File: src/rtl/boreal_cursor_integrator.sv
// Cursor integrator: turns the filtered intent sample into a velocity
// (deadband, then gain) and integrates it into a clamped cursor position.
// Each accepted sample produces exactly one held update with a ready/valid
// handshake. Samples that arrive while busy are dropped and counted.
module boreal_cursor_integrator (
  input  logic               clk,
  input  logic               rst_n,
  input  logic               valid_in,
  input  logic signed [23:0] x_in,
  input  logic        [23:0] deadband,
  input  logic signed [15:0] gain,
  input  logic        [15:0] pos_max,
  input  logic               recenter,
  input  logic               out_ready,
  output logic               out_valid,
  output logic        [15:0] pos,
  output logic signed [15:0] vel,
  output logic        [7:0]  drop_cnt,
  output logic               busy
);

  typedef enum logic [1:0] {S_IDLE, S_SCALE, S_INTEG, S_HOLD} state_t;

  state_t             state_q, state_d;
  logic signed [23:0] x_q, x_d;
  logic signed [15:0] vel_q, vel_d;
  logic        [15:0] pos_q, pos_d;
  logic        [7:0]  drop_q, drop_d;
  logic               ov_q, ov_d;
  logic               pend_q, pend_d;

  // Scale datapath, evaluated from the captured sample.
  // The widths are sized so that neither the magnitude nor the product can
  // overflow, even for x = -2^23.
  logic signed [25:0] xs, db_s, ax, e;
  logic signed [39:0] e_w, g_w, prod, sh;
  logic signed [15:0] vel_sat;

  // Deadband, gain multiply, shift and saturate.
  always_comb begin
    xs   = {{2{x_q[23]}}, x_q};
    db_s = {2'b00, deadband};
    ax   = (xs < 26'sd0) ? -xs : xs;
    if (ax <= db_s)          e = 26'sd0;
    else if (xs < 26'sd0)    e = xs + db_s;
    else                     e = xs - db_s;
    e_w  = {{14{e[25]}}, e};
    g_w  = {{24{gain[15]}}, gain};
    prod = e_w * g_w;
    sh   = prod >>> 15;
    if (sh > 40'sd32767)       vel_sat = 16'sh7FFF;
    else if (sh < -40'sd32768) vel_sat = 16'sh8000;
    else                       vel_sat = sh[15:0];
  end

  // Integration datapath. The 18-bit signed sum cannot wrap, so clamping to
  // [0, pos_max] also pulls in a position left above a lowered pos_max.
  logic signed [17:0] sum;
  logic        [15:0] pos_clamp;

  // Add velocity to position and clamp to [0, pos_max].
  always_comb begin
    sum = $signed({2'b00, pos_q}) + $signed({{2{vel_q[15]}}, vel_q});
    if (sum < 18'sd0)                          pos_clamp = 16'd0;
    else if (sum > $signed({2'b00, pos_max}))  pos_clamp = pos_max;
    else                                       pos_clamp = sum[15:0];
  end

  // Next-state and register updates. A recenter request is stored and is
  // handled only in IDLE. While a request is pending, IDLE does not accept
  // samples.
  always_comb begin
    state_d = state_q;
    x_d     = x_q;
    vel_d   = vel_q;
    pos_d   = pos_q;
    ov_d    = ov_q;
    drop_d  = drop_q;
    pend_d  = pend_q | recenter;
    if (valid_in && !(state_q == S_IDLE && !pend_q) && drop_q != 8'hFF)
      drop_d = drop_q + 8'd1;
    case (state_q)
      S_IDLE: begin
        if (pend_q) begin
          pos_d  = pos_max >> 1;
          vel_d  = 16'sd0;
          pend_d = 1'b0;
        end else if (valid_in) begin
          x_d     = x_in;
          state_d = S_SCALE;
        end
      end
      S_SCALE: begin
        vel_d   = vel_sat;
        state_d = S_INTEG;
      end
      S_INTEG: begin
        pos_d   = pos_clamp;
        ov_d    = 1'b1;
        state_d = S_HOLD;
      end
      S_HOLD: begin
        if (out_ready) begin
          ov_d    = 1'b0;
          state_d = S_IDLE;
        end
      end
      default: state_d = S_IDLE;
    endcase
  end

  // FSM state register.
  always_ff @(posedge clk or negedge rst_n) begin
    if (!rst_n) state_q <= S_IDLE;
    else        state_q <= state_d;
  end

  // Datapath and status registers.
  always_ff @(posedge clk or negedge rst_n) begin
    if (!rst_n) begin
      x_q    <= '0;
      vel_q  <= '0;
      pos_q  <= '0;
      drop_q <= '0;
      ov_q   <= 1'b0;
      pend_q <= 1'b0;
    end else begin
      x_q    <= x_d;
      vel_q  <= vel_d;
      pos_q  <= pos_d;
      drop_q <= drop_d;
      ov_q   <= ov_d;
      pend_q <= pend_d;
    end
  end

  assign out_valid = ov_q;
  assign pos       = pos_q;
  assign vel       = vel_q;
  assign drop_cnt  = drop_q;
  assign busy      = (state_q != S_IDLE);

endmodule

File: config.mk
export PLATFORM = sky130hd
export DESIGN_NAME = boreal_cursor_integrator
export DESIGN_NICKNAME = d
export VERILOG_FILES = /design/src/rtl/boreal_cursor_integrator.sv
export SDC_FILE = /design/constraint.sdc
export NUM_CORES = 1
export LEC_CHECK = 0
export BUFFER_PORTS_ARGS = -buffer_cell sky130_fd_sc_hd__buf_2
export CAP_MARGIN = 40
export CELL_PAD_IN_SITES_DETAIL_PLACEMENT = 2
export CELL_PAD_IN_SITES_GLOBAL_PLACEMENT = 2
export CORE_MARGIN = 3
export CORE_UTILIZATION = 43
export CTS_BUF_LIST = sky130_fd_sc_hd__clkbuf_8 sky130_fd_sc_hd__clkbuf_16
export CTS_CLUSTER_SIZE = 10
export DETAILED_ROUTE_END_ITERATION = 8
export MAX_ROUTING_LAYER = met4
export PLACE_DENSITY_LB_ADDON = 0.1
export RECOVER_POWER = 50
export SLEW_MARGIN = 5
export SYNTH_ARGS = -nofsm -noshare
export SYNTH_HDL_FRONTEND = slang
export SYNTH_SLANG_ARGS = --single-unit
File: constraint.sdc
create_clock -name clk -period 24.6 [get_ports clk]
set_clock_uncertainty 0.2 [all_clocks]
set_input_delay 2.46 -clock clk [delete_from_list [all_inputs] [get_ports clk]]
set_output_delay 2.46 -clock clk [all_outputs]
set_load 0.005 [all_outputs]
Word level (Yosys, flattened, before mapping)
Cells that the tools add are included.
- flip-flop bits (word level): 68
- input port bits: 85
- output and inout port bits: 42
- word-level logic and storage cells: 63
- add/sub/neg operators: 5
- $mul: 1
- $lt $le $gt $ge: 6
- equal/unequal tests: 8
- mux-type cells: 19
- bitwise gates (word level): 2
- reductions and logical operators: 15
- operator list (operator ; number):
    2-to-1 mux 16 bit ; 6
    2-to-1 mux 26 bit ; 3
    case mux 16 bit (2 select lines) ; 2
    multiplier 26 x 16 -> 40 bit ; 1
    adder 24 x 25 -> 26 bit ; 1
    <= comparator 26 x 25 -> 1 bit ; 1
    negator 24 -> 26 bit ; 1
    subtractor 24 x 25 -> 26 bit ; 1
    greater-than comparator 25 x 16 -> 1 bit (second input constant) ; 1
    less-than comparator 25 x 16 -> 1 bit (second input constant) ; 1
    less-than comparator 24 x 1 -> 1 bit (second input constant) ; 1
    adder 17 x 16 -> 18 bit ; 1
    greater-than comparator 18 x 17 -> 1 bit ; 1
    less-than comparator 18 x 1 -> 1 bit (second input constant) ; 1
    adder 8 x 1 -> 8 bit (second input constant) ; 1
    inequality test 2 bit (second input constant) ; 4
    inequality test 8 bit (second input constant) ; 1
    case mux 2 bit (4 select lines) ; 1
    nonzero test 2 bit ; 4
    2-to-1 mux 2 bit ; 3
    AND reduction 2 bit ; 3
    AND reduction 3 bit ; 2
    == test 2 bit (second input constant) ; 2
    logical AND 1 bit ; 3
    7 further kinds ; 10

Longest topological paths before layout
- depth after elaboration: 9
- gate-level depth with buffers: 49
- depth with buffers taken out: 46

Worst setup path before layout
Ideal clock, no wire load.
- kind: input to register
- start: in deadband[2]
- end: reg vel_q[10] (netlist: vel[10])
- library setup time: 0.120 ns
- arrival: 12.037 ns
- path slack: 12.242 ns
- cell stages on the path: 46
- path buffers: 3
- cells stage by stage: nor4_4 > nand2_1 > nor4_4 > nor2_1 > xnor2_1 > ha_1 > a21oi_2 > nand2_1 > a2111oi_2 > o21ai_1 > a21oi_1 > o21bai_1 > a21o_1 > a21o_1 > a21o_1 > a21oi_1 > xnor2_1 > nor2_1 > [... 10 more ...] > inv_1 > fa_1 > inv_1 > ha_1 > clkbuf_1 > a21oi_1 > o21ai_0 > a21o_1 > a21oi_1 > o21ai_0 > a21oi_1 > a211oi_4 > or3_1 > a2111o_1 > nor3b_2 > a21boi_4 > buf_6 > a2bb2oi_2
- cells in the longest elaborated chain, start to end: 8
- RTL lines (item ; line ; text):
    from (decl) ; 10 ; input logic [23:0] deadband,
    subtractor 24 x 25 -> 26 bit / adder 24 x 25 -> 26 bit (equally long branches) ; 46, 45 ;
    2-to-1 mux 26 bit ; 45 ; else if (xs < 26'sd0) e = xs + db_s;
    2-to-1 mux 26 bit (*) ; 44 ; if (ax <= db_s) e = 26'sd0;
    multiplier 26 x 16 -> 40 bit (*) ; 49 ; prod = e_w * g_w;
    less-than comparator 25 x 16 -> 1 bit ; 52 ; else if (sh < -40'sd32768) vel_sat = 16'sh8000;
    2-to-1 mux 16 bit ; 52 ;
    2-to-1 mux 16 bit (*) ; 51 ; if (sh > 40'sd32767) vel_sat = 16'sh7FFF;
    case mux 16 bit (2 select lines) (*) ; 82 ; case (state_q)
    to (signal assigned) ; 129 ; vel_q <= vel_d;
    to (decl) ; 26 ; logic signed [15:0] vel_q, vel_d;
Mark *: on every way between the ends. The rest lies on a longest branch, timed or not.
A chain may end at the register's enable or synchronous reset.

Final worst setup path
- start: in deadband[2]
- end: reg vel_q[2] (netlist: vel[2])
Same word-level chain as after synthesis.

==> metrics.txt <==
TritonCTS Buffers 9; critical path's largest stage delay 600 ps; delay-heaviest family, CP compound AO/OA/AOI/OAI gates; area leader, netlist fa_1; Slew @ Worst Pin 2850 ps; Setup-failing EPs final 0; I/O Buffers 126; Core ar. 49100 sq um; Synth Area in Compound Gates 10.7%; mux cell area share after synthesis 2.30%; crit path launch type input port; max-slew violations 47; sequential area share after synthesis 7.94%; Synth Area per Inst 8.77 sq um; RePlAce Congestion 0.860; WL/cell 22.9 um; area grow syn2layout 8.30%; site row count 81; Pre-Repair DR Iteration Count 5; Post-DP Area 23000 sq um; Post-synth EDFFs 0; failing checks max-capacitance violations, max-slew violations; largest net degree at the start of global routing 48; clock sink count 68; clock-pin slew on the worst setup and hold paths 70 ps; XOR/XNOR share of the synthesized area 4.98%; RSZ-0062 raised after global routing false; crit path DAT 13260 ps; status complete, but fails checks; Yosys top cell area share 36.3%; vias after detailed routing 17258; max frequency 0.0756 GHz; Die X 229 um; CTS tree done; DP HPWL 61.2 mm; Tot GR Track Use 29.5%; Clk Latency, worst-skew pair 360 ps; Starting Density 43.7%; first-pass GRT wire length 119 mm; Mapped Nets 3102; slowest CP cell a31oi_2; H-tree depth 3; yosys warns 0; CP Class in2reg; CTS Buffer Depth 2; vias per cell 5.40; Diodes inserted 0; Synth cell types 83; Hold Crit Class reg2reg; hold buffer count at CTS 0; main combinational cell family by area after synthesis adder cells; Sum Neg Setup Slack 0 ps; routed wire length 73.1 mm; post-cts resize count 0; Critical Path End Type register; Tmin final 13240 ps; crit path buf inv count 8; die area 52600 sq um; crit share post-route 53.8%; synthesized instance count 2445; Post-synth ARST share 100%; # DRC 0; layout net count 3181; max-cap check violation count 1; share of cells above drive strength 1 10.2%; Root Driver clkbuf_16; most used cell, CP fa_1; initial antenna violation count 1; Die Height 229 um; Ports 127; critical path fanouts, max 15; most common cell in the netlist inv_1; final antenna-violating net count 0; Synth Cell Area 21400 sq um; DRT iter0 DRCs 602; synthesized flop and latch total 68; Synth area leaders fa_1 36%, ha_1 11%, inv_1 8.8%; top cells by count, synth 505 x inv_1, 389 x fa_1, 295 x nand2_1; post-CTS setup buffers 0; Worst EP required 24630 ps; adder-cell share of the synthesized area 47.0%; gr ovfl total 0; Final Hold Viols 0; post-synthesis simple-gate area fraction 16.5%; number of global-route vias before repair 21163; cell area after layout 23200 sq um; Main synth FF type dfrtp_1; Max-slew headroom -90.0%
flip-flops by register name, summed over array words and instances (netlist names):
name       count
drop_cnt       8
out_valid      1
pend_q         1
pos           16
state_q        2
vel           16
x_q           24
final cells by class:
type	count	area, sq um
clock buffers	9	225
clock inverters	7	80.1
fillers	5510	25800
inverters	506	1900
multi-input cells	1777	17500
flip-flops and latches	68	1700
well taps	664	831
repair buffers	162	961
per-stage QoR:
step	hold WS [ps]	std cells	setup slack (ps)	util, %
after detailed placement	313	3177	10960	46.8
after CTS	326	3193	11300	47.4
after global placement	287	3164	11290	46.4
after global routing	353	3193	10530	47.3
after floorplan	288	2445	12240	-
final	318	3193	11360	47.3
layer usage:
metal	vias to the layer above	wire, um	global-route usage, %
met5	-	0	-
met4	0	1740	6.94
met3	95	1350	2.48
met2	213	40100	55.1
met1	9204	29900	34.2
li1	7746	-	-
worst register-to-register path, delay by kind of cell, from the launching register on:
| family | cells | cell delay [ps] |
|---|---|---|
| buffers and inverters | 8 | 1410 |
| xor gates and xnor gates | 1 | 170 |
| adders and majority gates | 8 | 3830 |
| and+or+nand+nor | 14 | 3700 |
| DFF | 1 | 460 |
| AOI/OAI and AO/OA | 11 | 2100 |
path summary, 6_finish.rpt:
kind / start / end / slack, ps / cells past startpoint
setup reg to reg: x_q[2]$_DFFE_PN0P_ / vel[2]$_DFFE_PN0P_ / 12610 / 42
setup / recovery: deadband[2] / vel[2]$_DFFE_PN0P_ / 11360 / 46
max in group asynchronous: rst_n / vel[2]$_DFFE_PN0P_ / 18640 / 3
hold reg to reg: drop_cnt[7]$_DFFE_PN0P_ / drop_cnt[7]$_DFFE_PN0P_ / 320 / 1
hold / removal: drop_cnt[7]$_DFFE_PN0P_ / drop_cnt[7]$_DFFE_PN0P_ / 320 / 1
min in group asynchronous: rst_n / drop_cnt[7]$_DFFE_PN0P_ / 2240 / 2
layout by cell type, fill, tap and decap left out, drive strengths merged, types with 28 or more instances in the layout:
master  netlist  final
xnor2        88     88
xor2         33     33
nand2       295    295
inv         505    509
buf          12    157
o21ai        66     66
fa          389    389
a21o         43     43
dfrtp        68     68
nor2         82     82
nor3         28     28
and2        187    187
ha          183    183
a21oi       100    100
logic make-up (layout without fill, tap and decap cells):
logic type | Yosys count | in the layout
simple gates | 713 | 713
buf+inv | 600 | 684
fa+ha+maj | 572 | 572
compound gates | 325 | 325
xor+xnor | 121 | 121
flops | 68 | 68
mux | 46 | 46
Power is left out: the tool's default activity adds up to more than one toggle a clock period on the data nets, which glitch-free logic cannot reach.
